## src/rtl/risc16_pkg.sv

```systemverilog
// Shared risc16 fetch/decode definitions: widths, reset PC, fetch FSM states, PC select.
// Pure declarations; no latency or backpressure of its own.
package risc16_pkg;
  localparam int              PC_W     = 16;
  localparam int              INSTR_W  = 16;
  localparam logic [PC_W-1:0] RESET_PC = 16'h0000;

  typedef enum logic {
    IDLE = 1'b0,
    RUN  = 1'b1
  } fetch_state_t;

  typedef enum logic [1:0] {
    PC_HOLD = 2'd0,
    PC_LOAD = 2'd1,
    PC_INC  = 2'd2
  } pc_sel_t;
endpackage

```

## src/rtl/risc16_pc_reg.sv

```systemverilog
// Program counter register with hold/load/increment select; async-reset to RESET_PC.
// New value visible one edge after the select; the caller chooses hold to stall.
module risc16_pc_reg
  import risc16_pkg::*;
#(
  parameter int              W     = PC_W,
  parameter logic [W-1:0]    RST_V = RESET_PC
) (
  input  logic         clk,
  input  logic         rst,
  input  pc_sel_t      sel,
  input  logic [W-1:0] load_pc,
  output logic [W-1:0] pc
);

  logic [W-1:0] pc_q;
  logic [W-1:0] pc_d;

  always_comb begin
    pc_d = pc_q;
    unique case (sel)
      PC_LOAD: pc_d = load_pc;
      PC_INC:  pc_d = pc_q + {{(W-1){1'b0}}, 1'b1};
      default: pc_d = pc_q;
    endcase
  end

  always_ff @(posedge clk or posedge rst) begin
    if (rst) pc_q <= RST_V;
    else     pc_q <= pc_d;
  end

  assign pc = pc_q;

endmodule

```

## src/rtl/risc16_fetch_stage.sv

```systemverilog
// risc16 instruction fetch: PC drives combinational imem, result lands in IF/ID one edge later.
// Stalls (PC and IF/ID hold) while id_valid && !id_ready; redirect flushes regardless.
module risc16_fetch_stage
  import risc16_pkg::*;
#(
  parameter logic [PC_W-1:0] RST_PC = RESET_PC
) (
  input  logic               clk,
  input  logic               rst,
  input  logic               run_en,
  output logic [PC_W-1:0]    imem_addr,
  input  logic [INSTR_W-1:0] imem_data,
  input  logic               redirect_valid,
  input  logic [PC_W-1:0]    redirect_pc,
  output logic               id_valid,
  input  logic               id_ready,
  output logic [INSTR_W-1:0] id_instr,
  output logic [PC_W-1:0]    id_pc,
  output logic [15:0]        fetch_count
);

  fetch_state_t       state_q, state_d;
  logic               fetch_active;
  logic               load;
  pc_sel_t            pc_sel;
  logic [PC_W-1:0]    pc;

  logic               id_valid_q, id_valid_d;
  logic [INSTR_W-1:0] id_instr_q, id_instr_d;
  logic [PC_W-1:0]    id_pc_q, id_pc_d;
  logic [15:0]        fetch_count_q, fetch_count_d;

  always_ff @(posedge clk or posedge rst) begin
    if (rst) state_q <= IDLE;
    else     state_q <= state_d;
  end

  always_comb begin
    state_d = state_q;
    unique case (state_q)
      IDLE:    if (run_en)  state_d = RUN;
      RUN:     if (!run_en) state_d = IDLE;
      default: state_d = IDLE;
    endcase
  end

  always_comb begin
    fetch_active = (state_q == RUN);
  end

  assign load = fetch_active && run_en && !redirect_valid && (!id_valid_q || id_ready);

  // Redirect outranks everything, so a same-cycle id_ready does not consume the flushed entry.
  always_comb begin
    pc_sel        = PC_HOLD;
    id_valid_d    = id_valid_q;
    id_instr_d    = id_instr_q;
    id_pc_d       = id_pc_q;
    fetch_count_d = fetch_count_q;
    if (redirect_valid) begin
      pc_sel     = PC_LOAD;
      id_valid_d = 1'b0;
    end else if (load) begin
      pc_sel        = PC_INC;
      id_valid_d    = 1'b1;
      id_instr_d    = imem_data;
      id_pc_d       = pc;
      fetch_count_d = fetch_count_q + 16'd1;
    end else if (id_valid_q && id_ready) begin
      id_valid_d = 1'b0;
    end
  end

  always_ff @(posedge clk or posedge rst) begin
    if (rst) begin
      id_valid_q    <= 1'b0;
      id_instr_q    <= '0;
      id_pc_q       <= '0;
      fetch_count_q <= '0;
    end else begin
      id_valid_q    <= id_valid_d;
      id_instr_q    <= id_instr_d;
      id_pc_q       <= id_pc_d;
      fetch_count_q <= fetch_count_d;
    end
  end

  risc16_pc_reg #(
    .W     (PC_W),
    .RST_V (RST_PC)
  ) u_pc_reg (
    .clk     (clk),
    .rst     (rst),
    .sel     (pc_sel),
    .load_pc (redirect_pc),
    .pc      (pc)
  );

  assign imem_addr   = pc;
  assign id_valid    = id_valid_q;
  assign id_instr    = id_instr_q;
  assign id_pc       = id_pc_q;
  assign fetch_count = fetch_count_q;

endmodule
```

## config.mk

```make
export PLATFORM = sky130hd
export DESIGN_NAME = risc16_fetch_stage
export DESIGN_NICKNAME = d
export VERILOG_FILES = /design/src/rtl/risc16_pkg.sv /design/src/rtl/risc16_pc_reg.sv /design/src/rtl/risc16_fetch_stage.sv
export SDC_FILE = /design/constraint.sdc
export NUM_CORES = 1
export LEC_CHECK = 0
export ABC_CLOCK_PERIOD_IN_PS = 3200
export CORE_MARGIN = 3
export CORE_UTILIZATION = 45
export DETAILED_ROUTE_END_ITERATION = 12
export GPL_ROUTABILITY_DRIVEN = 1
export PLACE_DENSITY_LB_ADDON = 0.3
export SLEW_MARGIN = 15
export SYNTH_ARGS = -nofsm -noshare
export SYNTH_HDL_FRONTEND = slang
export SYNTH_SLANG_ARGS = --single-unit
export TNS_END_PERCENT = 30
```

## constraint.sdc

```tcl
create_clock -name clk -period 3.2 [get_ports clk]
set_clock_uncertainty 0.15 [all_clocks]
set_input_delay 0.96 -clock clk [delete_from_list [all_inputs] [get_ports clk]]
set_output_delay 0.96 -clock clk [all_outputs]
set_load 0.05 [all_outputs]
```

==> qor.yml, run 1 <==
crit_type: "flop to output pin"
worst_pin_slew_ns: 0.542
post-route-drc-count: 0
cp_top_family: "buffers and inverters"
diodes: 0
portBuffers: 101
grt_pass1_vias: 2263
cts_hold_buf: 0
grt_usage: 0.190
cts_num_sinks: 66
cts_buffers: 9
ys.flop_type: "dfrtp_1"
timing.final.crit_share: 0.876
rows: 28
die_w_um: 86.1
cts_buffer_depth: 2
ant_nets: 0
crit_fanout: 9
required_ns: 2.09
synth_edf_count: 0
arrival_ns: 1.69
start_kind: "flop"
synth_area_per_cell_um2: 12.1
core-area_mm2: 0.00606
synthArstFlopShare: 1.00
ff_latch_area_mm2: 0.00165
ys_ff_latch: 66
initial_utilization: 0.477
multiInputGateArea_mm2: 0.00118
drt_first_pass_iters: 4
synth.largest_area_cell: "dfrtp_1"
postCtsResizedCells: 0
worst_hold_slack_ns: 0.316
final_layout_size_suffix_gt1_frac: 0.164
synth.distinct_cells: 34
path_buf_inv: 1
grt-ovfl-total: 0
most-common-layout-cells: "101 x clkdlybuf4s50_1, 66 x dfrtp_1, 33 x mux2_2, 17 x nand2_1, 14 x clkbuf_8"
area_delta_synth_final_pct: 46.0
cellPowerDensity_mw_per_mm2: 666
drtIter0Drc: 57
synth_mux_area_frac: 0.132
grt_max_degree: 25
antenna_found_initial: 0
nFillCells: 447
layout_commonest_cell: "clkdlybuf4s50_1"
status: "finished clean"
htreeDepth: 3
vias_per_cell: 5.25
die_area_mm2: 0.00742
cts.clk_slew.worst_paths_ns: 0.07
synthTopCellsByArea: "dfrtp_1 57%, mux2_2 13%, xor2_1 3.9%"
cp_slowest_cell: "clkdlybuf4s50_1"
maxCapViolations: 0
vias: 2245
final_hold_viol_count: 0
synth_fa_ha_area_frac: 0.00866
synth-xor-area-share: 0.0667
fin_tns_setup_ns: 0
grt_pass1_wl_um: 10800
yosys.area_share.simple: 0.146
max_freq_mhz: 357
slew_violations: 0
hold_path_class: "flop to flop"
crit_chain: "clkdlybuf4s50_1"
synth_top_cell_area_share: 0.572
io_pins: 102
rsz0062_at_grt: "no"
synth-compound-area-share: 0.0528
nets: 387
ys_warn_count: 0
tritoncts: "built"
cts_setup_buffers: 0
yosysSeqAreaShare: 0.572
clockRootBuffer: "clkbuf_8"
final-setup-viol-count: 0
wl_per_cell_um: 15.3
p_leak_uw: 0.00175
relSlewSlack: 0.638
peakVddDrop_mv: 0.430
gp_congestion: 0.761
dpl.hpwl_um: 4830
fin_crit_ns: 2.80
clock_latency_ns: 0.34
die_h_um: 86.1
syn_area_mm2: 0.00289
synth_nets: 277
endpoint_kind: "output pin"
syn_inst: 238
wl_um: 6530
slowest_delay_ns: 0.86
synth_top_family_by_area: "simple AND/OR/NAND/NOR gates"
## state kept, by name (all words and copies together) (netlist names)
| signal | cells |
|---|---|
| id_instr | 16 |
| id_pc | 16 |
| fetch_active | 1 |
| fetch_count | 16 |
| u_pc_reg.pc | 16 |
| id_valid | 1 |
## where the power goes
group / total (uW) / leakage, uW / internal, uW / switching, uW
Combinational: 1040 / 0.000851 / 389 / 654
Sequential: 1080 / 0.000793 / 972 / 109
Clock: 685 / 0.000106 / 387 / 299
## layout make-up
type,count,share of cell area
clock inverter,1,0.00119
inverter,6,0.00534
sequential,66,0.392
timing repair buffer,107,0.253
tap,75,0.0222
clock buffer,15,0.0466
multi-input combinational,158,0.280
## final timing paths
check	startpoint	to	slack, ns	cells past startpoint
max	u_pc_reg.pc[8]$_DFFE_PP0P_	imem_addr[8]	0.40	1
min	fetch_count[15]$_DFFE_PP0P_	fetch_count[15]$_DFFE_PP0P_	0.32	1
max reg2reg	id_valid$_DFFE_PP0P_	u_pc_reg.pc[11]$_DFFE_PP0P_	1.16	4
min reg2reg	fetch_count[15]$_DFFE_PP0P_	fetch_count[15]$_DFFE_PP0P_	0.32	1
max in group asynchronous	rst	u_pc_reg.pc[6]$_DFFE_PP0P_	1.42	3
min in group asynchronous	rst	fetch_count[3]$_DFFE_PP0P_	0.81	2
## per-stage QoR
stage	area [um2]	std cells	power, uW	util	worst slack [ns]
2_1_floorplan	2890	238	1750	-	0.435
3_3_place_gp	4020	412	2130	0.663	0.182
3_5_place_dp	4020	412	2150	0.663	0.129
4_1_cts	4220	428	2840	0.696	0.384
5_1_grt	4220	428	2940	0.696	0.325
6_report	4220	428	2810	0.696	0.398
## routing by layer
layer	up-vias	routed length (um)	global-route usage
li1	1081	-	-
met1	1069	2770	0.236
met2	80	3070	0.293
met3	15	515	0.0624
met4	0	171	0.101
met5	-	0	0
## cell families (layout without fill, tap and decap cells)
family,Yosys count,in the layout
AND/OR/NAND/NOR,76,76
flip-flops,66,66
multiplexers,34,34
AO/OA/AOI/OAI,24,24
XOR/XNOR,22,22
buffers and inverters,14,129
adder cells (fa/ha/maj),2,2
## synthesized netlist by cell type (2+ instances only)
library cell	count
and4_1	3
nor2_1	11
xnor2_1	9
nand2b_1	2
nor3_1	5
inv_1	6
dfrtp_1	66
or4_1	7
buf_2	3
and2_1	3
nand4_1	9
a31oi_1	6
o21ai_0	8
mux2_2	33
clkbuf_1	4
o31ai_1	6
o31a_1	2
nor4_1	3
nand3_1	8
xor2_1	13
nand2_1	17
ha_1	2
Note: power is estimated with default switching activity, not from simulation.
==> run 2, diff against run 1 <==
--- a/config.mk
+++ b/config.mk
@@ -6,11 +6,11 @@
 export NUM_CORES = 1
 export LEC_CHECK = 0
 export ABC_CLOCK_PERIOD_IN_PS = 3200
-export CORE_MARGIN = 3
-export CORE_UTILIZATION = 45
+export CORE_UTILIZATION = 25
 export DETAILED_ROUTE_END_ITERATION = 12
 export GPL_ROUTABILITY_DRIVEN = 1
 export PLACE_DENSITY_LB_ADDON = 0.3
+export RECOVER_POWER = 100
 export SLEW_MARGIN = 15
 export SYNTH_ARGS = -nofsm -noshare
 export SYNTH_HDL_FRONTEND = slang
==> run 2 against run 1 <==
Net effect: cell count grew 16%; die area is 62% higher; clock power grew 71%; critical path type is now input pin to flop; fmax shrank 2.7%.
==> qor.yml, run 2 (same netlist as run 1, synthesis figures left out) <==
cellPowerDensity_mw_per_mm2: 731  # +9.7%
rsz0062_at_grt: "no"
gp_congestion: 0.739  # -3.0%
max_freq_mhz: 347  # -2.7%
die_h_um: 110  # +27%
p_sw_uw: 1140  # +7.7%
cts_hold_buf: 0  # unchanged
drt_first_pass_iters: 4  # unchanged
hold_path_depth: 1  # unchanged
dp_slack_ns: 0.142  # +0.0138 ns
cts_num_sinks: 66  # unchanged
clock_latency_ns: 0.33  # about the same
grt_pass1_wl_um: 11700  # +8.4%
die_w_um: 110  # +27%
place_area_mm2: 0.00411  # +2.4%
wl_per_cell_um: 14.5  # -4.8%
seqPwrFrac: 0.335  # -0.050
postCtsResizedCells: 0  # unchanged
layout_commonest_cell: "dlygate4sd3_1"
design_area_mm2: 0.00443  # +4.9%
grt_usage: 0.130  # -0.0593
power_uw: 3230  # +15%
cts_setup_buffers: 0  # unchanged
vias_per_cell: 4.60  # -12%
hold_path_class: "flop to flop"
fin_crit_ns: 2.88  # +0.0778 ns
crit_fanout: 24  # +15
area_delta_synth_final_pct: 53.2
core-area_mm2: 0.0110  # +82%
vias: 2278  # +1.5%
fin_ws_ns: 0.320  # -0.0778 ns
maxCapViolations: 0  # unchanged
slew_violations: 0  # unchanged
drtIter0Drc: 85  # +49%
antenna_found_initial: 0  # unchanged
switching_share: 0.354  # -0.0244
fin_tns_setup_ns: 0  # unchanged
die_area_mm2: 0.0120  # +62%
start_kind: "input pin"
clockRootBuffer: "clkbuf_16"
p_clk_frac: 0.360  # +0.116
htreeDepth: 3  # unchanged
cts_buffer_depth: 2  # unchanged
cts.clk_slew.worst_paths_ns: 0.05  # -0.02 ns
grt_pass1_vias: 2285  # +0.97%
cts_buffers: 9  # unchanged
rows: 38  # +36%
worst_pin_slew_ns: 0.945  # +0.404 ns
intPower_uw: 2090  # +20%
arrival_ns: 2.94  # +1.25 ns
tritoncts: "built"
timing.final.crit_share: 0.900  # +0.0243
most-common-layout-cells: "68 x dlygate4sd3_1, 66 x dfrtp_1, 33 x mux2_2, 33 x clkdlybuf4s50_1, 17 x nand2_1"
final_layout_size_suffix_gt1_frac: 0.155  # -0.00938
endpoint_kind: "flop"
crit_type: "input pin to flop"
peakVddDrop_mv: 0.263  # -39%
portBuffers: 101  # unchanged
final-setup-viol-count: 0  # unchanged
relSlewSlack: 0.370  # -0.268
wl_um: 7190  # +10%
grt_max_degree: 34  # +36%
combPwrFrac: 0.304  # -0.067
dpl.hpwl_um: 5080  # +5.1%
io_pins: 102  # unchanged
initial_utilization: 0.262  # -0.215
ant_nets: 0  # unchanged
r2r_cells: 4  # unchanged
final_hold_viol_count: 0  # unchanged
grt-ovfl-total: 0  # unchanged
post-route-drc-count: 0  # unchanged
diodes: 0  # unchanged
nets: 389  # +0.52%
required_ns: 3.26  # +1.17 ns
p_leak_uw: 0.00185  # +5.7%
status: "finished clean"
==> run 2: cell count changes in the layout (fill, tap and decap cells not counted), moves of 2 or more <==
cell	before	now
buf_4	5	2
bufinv_16	0	3
clkbuf_1	1	4
clkbuf_16	0	9
clkbuf_2	0	2
clkbuf_8	14	1
clkdlybuf4s50_1	101	33
clkinvlp_4	0	2
dlygate4sd3_1	0	68
==> run 2: worst paths after layout <==
kind                                        startpoint                     endpoint  slack, ns
setup / recovery                                run_en      id_instr[0]$_DFFE_PP0P_       0.32
hold / removal             fetch_count[15]$_DFFE_PP0P_  fetch_count[15]$_DFFE_PP0P_       0.32
setup reg to reg                  id_valid$_DFFE_PP0P_  u_pc_reg.pc[11]$_DFFE_PP0P_       1.10
hold reg to reg            fetch_count[15]$_DFFE_PP0P_  fetch_count[15]$_DFFE_PP0P_       0.32
max in group asynchronous                          rst   fetch_count[3]$_DFFE_PP0P_       0.52
min in group asynchronous                          rst      id_instr[4]$_DFFE_PP0P_       1.05
==> run 2: through the flow <==
stage / hold WS [ns] / utilization / std cells
after CTS: 0.330 / 0.405 / 495
after global routing: 0.335 / 0.401 / 495
after detailed placement: 0.323 / 0.373 / 479
final: 0.317 / 0.401 / 495
after global placement: 0.309 / 0.373 / 479
after floorplan: 0.443 / - / 238
==> run 2: cell type report <==
type	count	area, um2
Timing Repair Buffer	109	1050
Sequential cell	66	1650
Tap cell	140	175
Multi-Input combinational cell	158	1170
Clock buffer	10	239
Clock inverter	6	114
Inverter	6	22.5
Fill cell	1100	6610
==> run 2: critical path: stages <==
cell           delay, ns
dlygate4sd3_1       0.60
nand2_2             0.06
clkbuf_1            0.18
nor3_4              0.15
clkbuf_2            0.58
mux2_2              0.41
==> run 2: metal layers <==
metal | global-route usage | vias to the layer above | wire, um
met5 | 0 | - | 0
met3 | 0.0409 | 9 | 380
met1 | 0.167 | 1122 | 3280
li1 | - | 1083 | -
met2 | 0.201 | 64 | 3410
met4 | 0.0571 | 0 | 110
==> run 2: power by group through the flow <==
stage	registers [uW]	logic, uW	clock network, uW
2_1_floorplan	1570	186	0
3_3_place_gp	1100	1040	0
3_5_place_dp	1100	1050	0
4_1_cts	1090	1050	1200
5_1_grt	1110	1030	1230
6_report	1080	984	1170
==> run 3, diff against run 2 <==
==> constraint.sdc (replaced) <==
create_clock -name clk -period 3.2 [get_ports clk]
set_clock_uncertainty 0.15 [all_clocks]
set_input_delay 0.96 -clock clk [delete_from_list [all_inputs] [get_ports clk]]
set_output_delay 0.96 -clock clk [all_outputs]
set_load 0.1 [all_outputs]
==> run 3 against run 2 <==
Net effect: sequential share of layout area rose by 3.9 points; worst setup slack improved by 0.033 ns; utilization fell by 3.8 points; register-to-register slack improved by 0.07 ns; worst hold slack improved by 0.0091 ns; fmax rose by 1.1%; combinational power rose by 42%; critical endpoint is now imem_addr[8]; largest power group is now combinational cells; highest routed layer unchanged.
==> qor.yml, run 3 (same netlist as run 1, synthesis figures left out) <==
status: "finished clean"
r2r_cells: 5  # +1
final-setup-viol-count: 0  # unchanged
design_area_mm2: 0.00401  # -9.4%
peakVddDrop_mv: 0.434  # +65%
tritoncts: "built"
crit_chain: "clkbuf_1"
vias: 2246  # -1.4%
path_buf_inv: 1  # -2
io_pins: 102  # unchanged
slew_violations: 0  # unchanged
clock_latency_ns: 0.33  # about the same
start_kind: "flop"
fin_util: 0.363  # -0.0378
die_h_um: 110  # unchanged
reg2reg_to: "u_pc_reg.pc[10]$_DFFE_PP0P_"
dp_slack_ns: 0.151  # +0.00883 ns
final_hold_viol_count: 0  # unchanged
cts_num_sinks: 66  # unchanged
drt_first_pass_iters: 4  # unchanged
met1_usage: 0.155  # -0.0125
grt_max_degree: 34  # unchanged
diodes: 0  # unchanged
area_delta_synth_final_pct: 38.8
nets: 389  # unchanged
layout_commonest_cell: "clkbuf_1"
portBuffers: 101  # unchanged
vias_per_cell: 4.54  # -1.4%
ant_nets: 0  # unchanged
r2r_start: "u_pc_reg.pc[0]$_DFFE_PP0P_"
min_to: "fetch_count[15]$_DFFE_PP0P_"
grt_pass1_vias: 2258  # -1.2%
cts_buffers: 9  # unchanged
die_w_um: 110  # unchanged
antenna_found_initial: 0  # unchanged
die_area_mm2: 0.0120  # unchanged
core-area_mm2: 0.0110  # unchanged
wl_per_cell_um: 14.4  # -0.49%
relSlewSlack: 0.189  # -0.181
cp_top_family: "buffers and inverters"
cellPowerDensity_mw_per_mm2: 886  # +21%
final_layout_size_suffix_gt1_frac: 0.155  # unchanged
initial_utilization: 0.262  # unchanged
endpoint_kind: "output pin"
worst_pin_slew_ns: 1.22  # +0.276 ns
post-route-drc-count: 0  # unchanged
use_met2: 0.199  # -0.00135
cts_setup_buffers: 0  # unchanged
maxCapViolations: 0  # unchanged
crit_type: "flop to output pin"
worst_hold_slack_ns: 0.326  # +0.00911 ns
fin_crit_ns: 2.85  # -0.0326 ns
place_area_mm2: 0.00395  # -4.0%
cp_slowest_cell: "clkbuf_1"
grt.busiest_layer: "met2"
rsz0062_at_grt: "no"
timing.final.crit_share: 0.890  # -0.0102
p_leak_uw: 0.00162  # -12%
clockRootBuffer: "clkbuf_16"
dpl.hpwl_um: 5150  # +1.5%
grt-ovfl-total: 0  # unchanged
cts_buffer_depth: 2  # unchanged
hold_path_depth: 1  # unchanged
r2r_setup_slack_ns: 1.17  # +0.07 ns
slowest_delay_ns: 0.90  # +0.30 ns
max_freq_mhz: 351  # +1.1%
gp_congestion: 0.734  # -0.66%
drtIter0Drc: 98  # +15%
gr-usage-met3: 0.0439  # +0.00296
cts.clk_slew.worst_paths_ns: 0.06  # about the same
crit_fanout: 9  # -63%
rows: 38  # unchanged
htreeDepth: 3  # unchanged
required_ns: 2.09  # -1.17 ns
hold_path_class: "flop to flop"
hold_start: "fetch_count[15]$_DFFE_PP0P_"
most-common-layout-cells: "69 x clkbuf_1, 66 x dfrtp_1, 33 x mux2_2, 33 x clkdlybuf4s50_1, 17 x nand2_1"
fin_ws_ns: 0.353  # +0.0326 ns
grt_pass1_wl_um: 11200  # -4.0%
wl_um: 7150  # -0.49%
fin_tns_setup_ns: 0  # unchanged
cp-startpoint: "u_pc_reg.pc[8]$_DFFE_PP0P_"
cts_hold_buf: 0  # unchanged
arrival_ns: 1.74  # -1.20 ns
postCtsResizedCells: 0  # unchanged
grt_usage: 0.127  # -0.00348
==> run 3: final cells by class <==
class                           instances  area, um2
Tap cell                              140        175
Timing Repair Buffer                  109        669
Clock inverter                          4       75.1
Sequential cell                        66       1650
Fill cell                            1154       7020
Inverter                                6       22.5
Multi-Input combinational cell        158       1170
Clock buffer                           12        246
==> run 3: through the flow <==
stage	instances	power, uW
after global routing	495	3690
after CTS	495	3730
after global placement	479	2630
final	495	3550
after floorplan	238	2280
after detailed placement	479	2640
==> run 3: worst max-delay path by stage <==
stage               slack, ns  cells after the start                     endpoint
floorplan                0.44                      1       fetch_active$_DFF_PP0_
global placement         0.19                      5  u_pc_reg.pc[14]$_DFFE_PP0P_
detailed placement       0.15                      5  u_pc_reg.pc[11]$_DFFE_PP0P_
CTS                      0.51                      5  u_pc_reg.pc[11]$_DFFE_PP0P_
global route             0.31                      1                 imem_addr[8]
finish                   0.35                      1                 imem_addr[8]
==> run 3: power breakdown <==
part / switching (uW) / leakage (uW) / internal (uW) / total (uW)
registers: 112 / 0.000793 / 973 / 1080
logic: 1190 / 0.000682 / 215 / 1400
clock network: 362 / 0.000149 / 704 / 1070
==> run 3: per-layer routing <==
layer  up-vias  share of wire
li1       1074              -
met1      1099           0.46
met2        63           0.47
met3        10          0.056
met4         0          0.017
met5         -              0
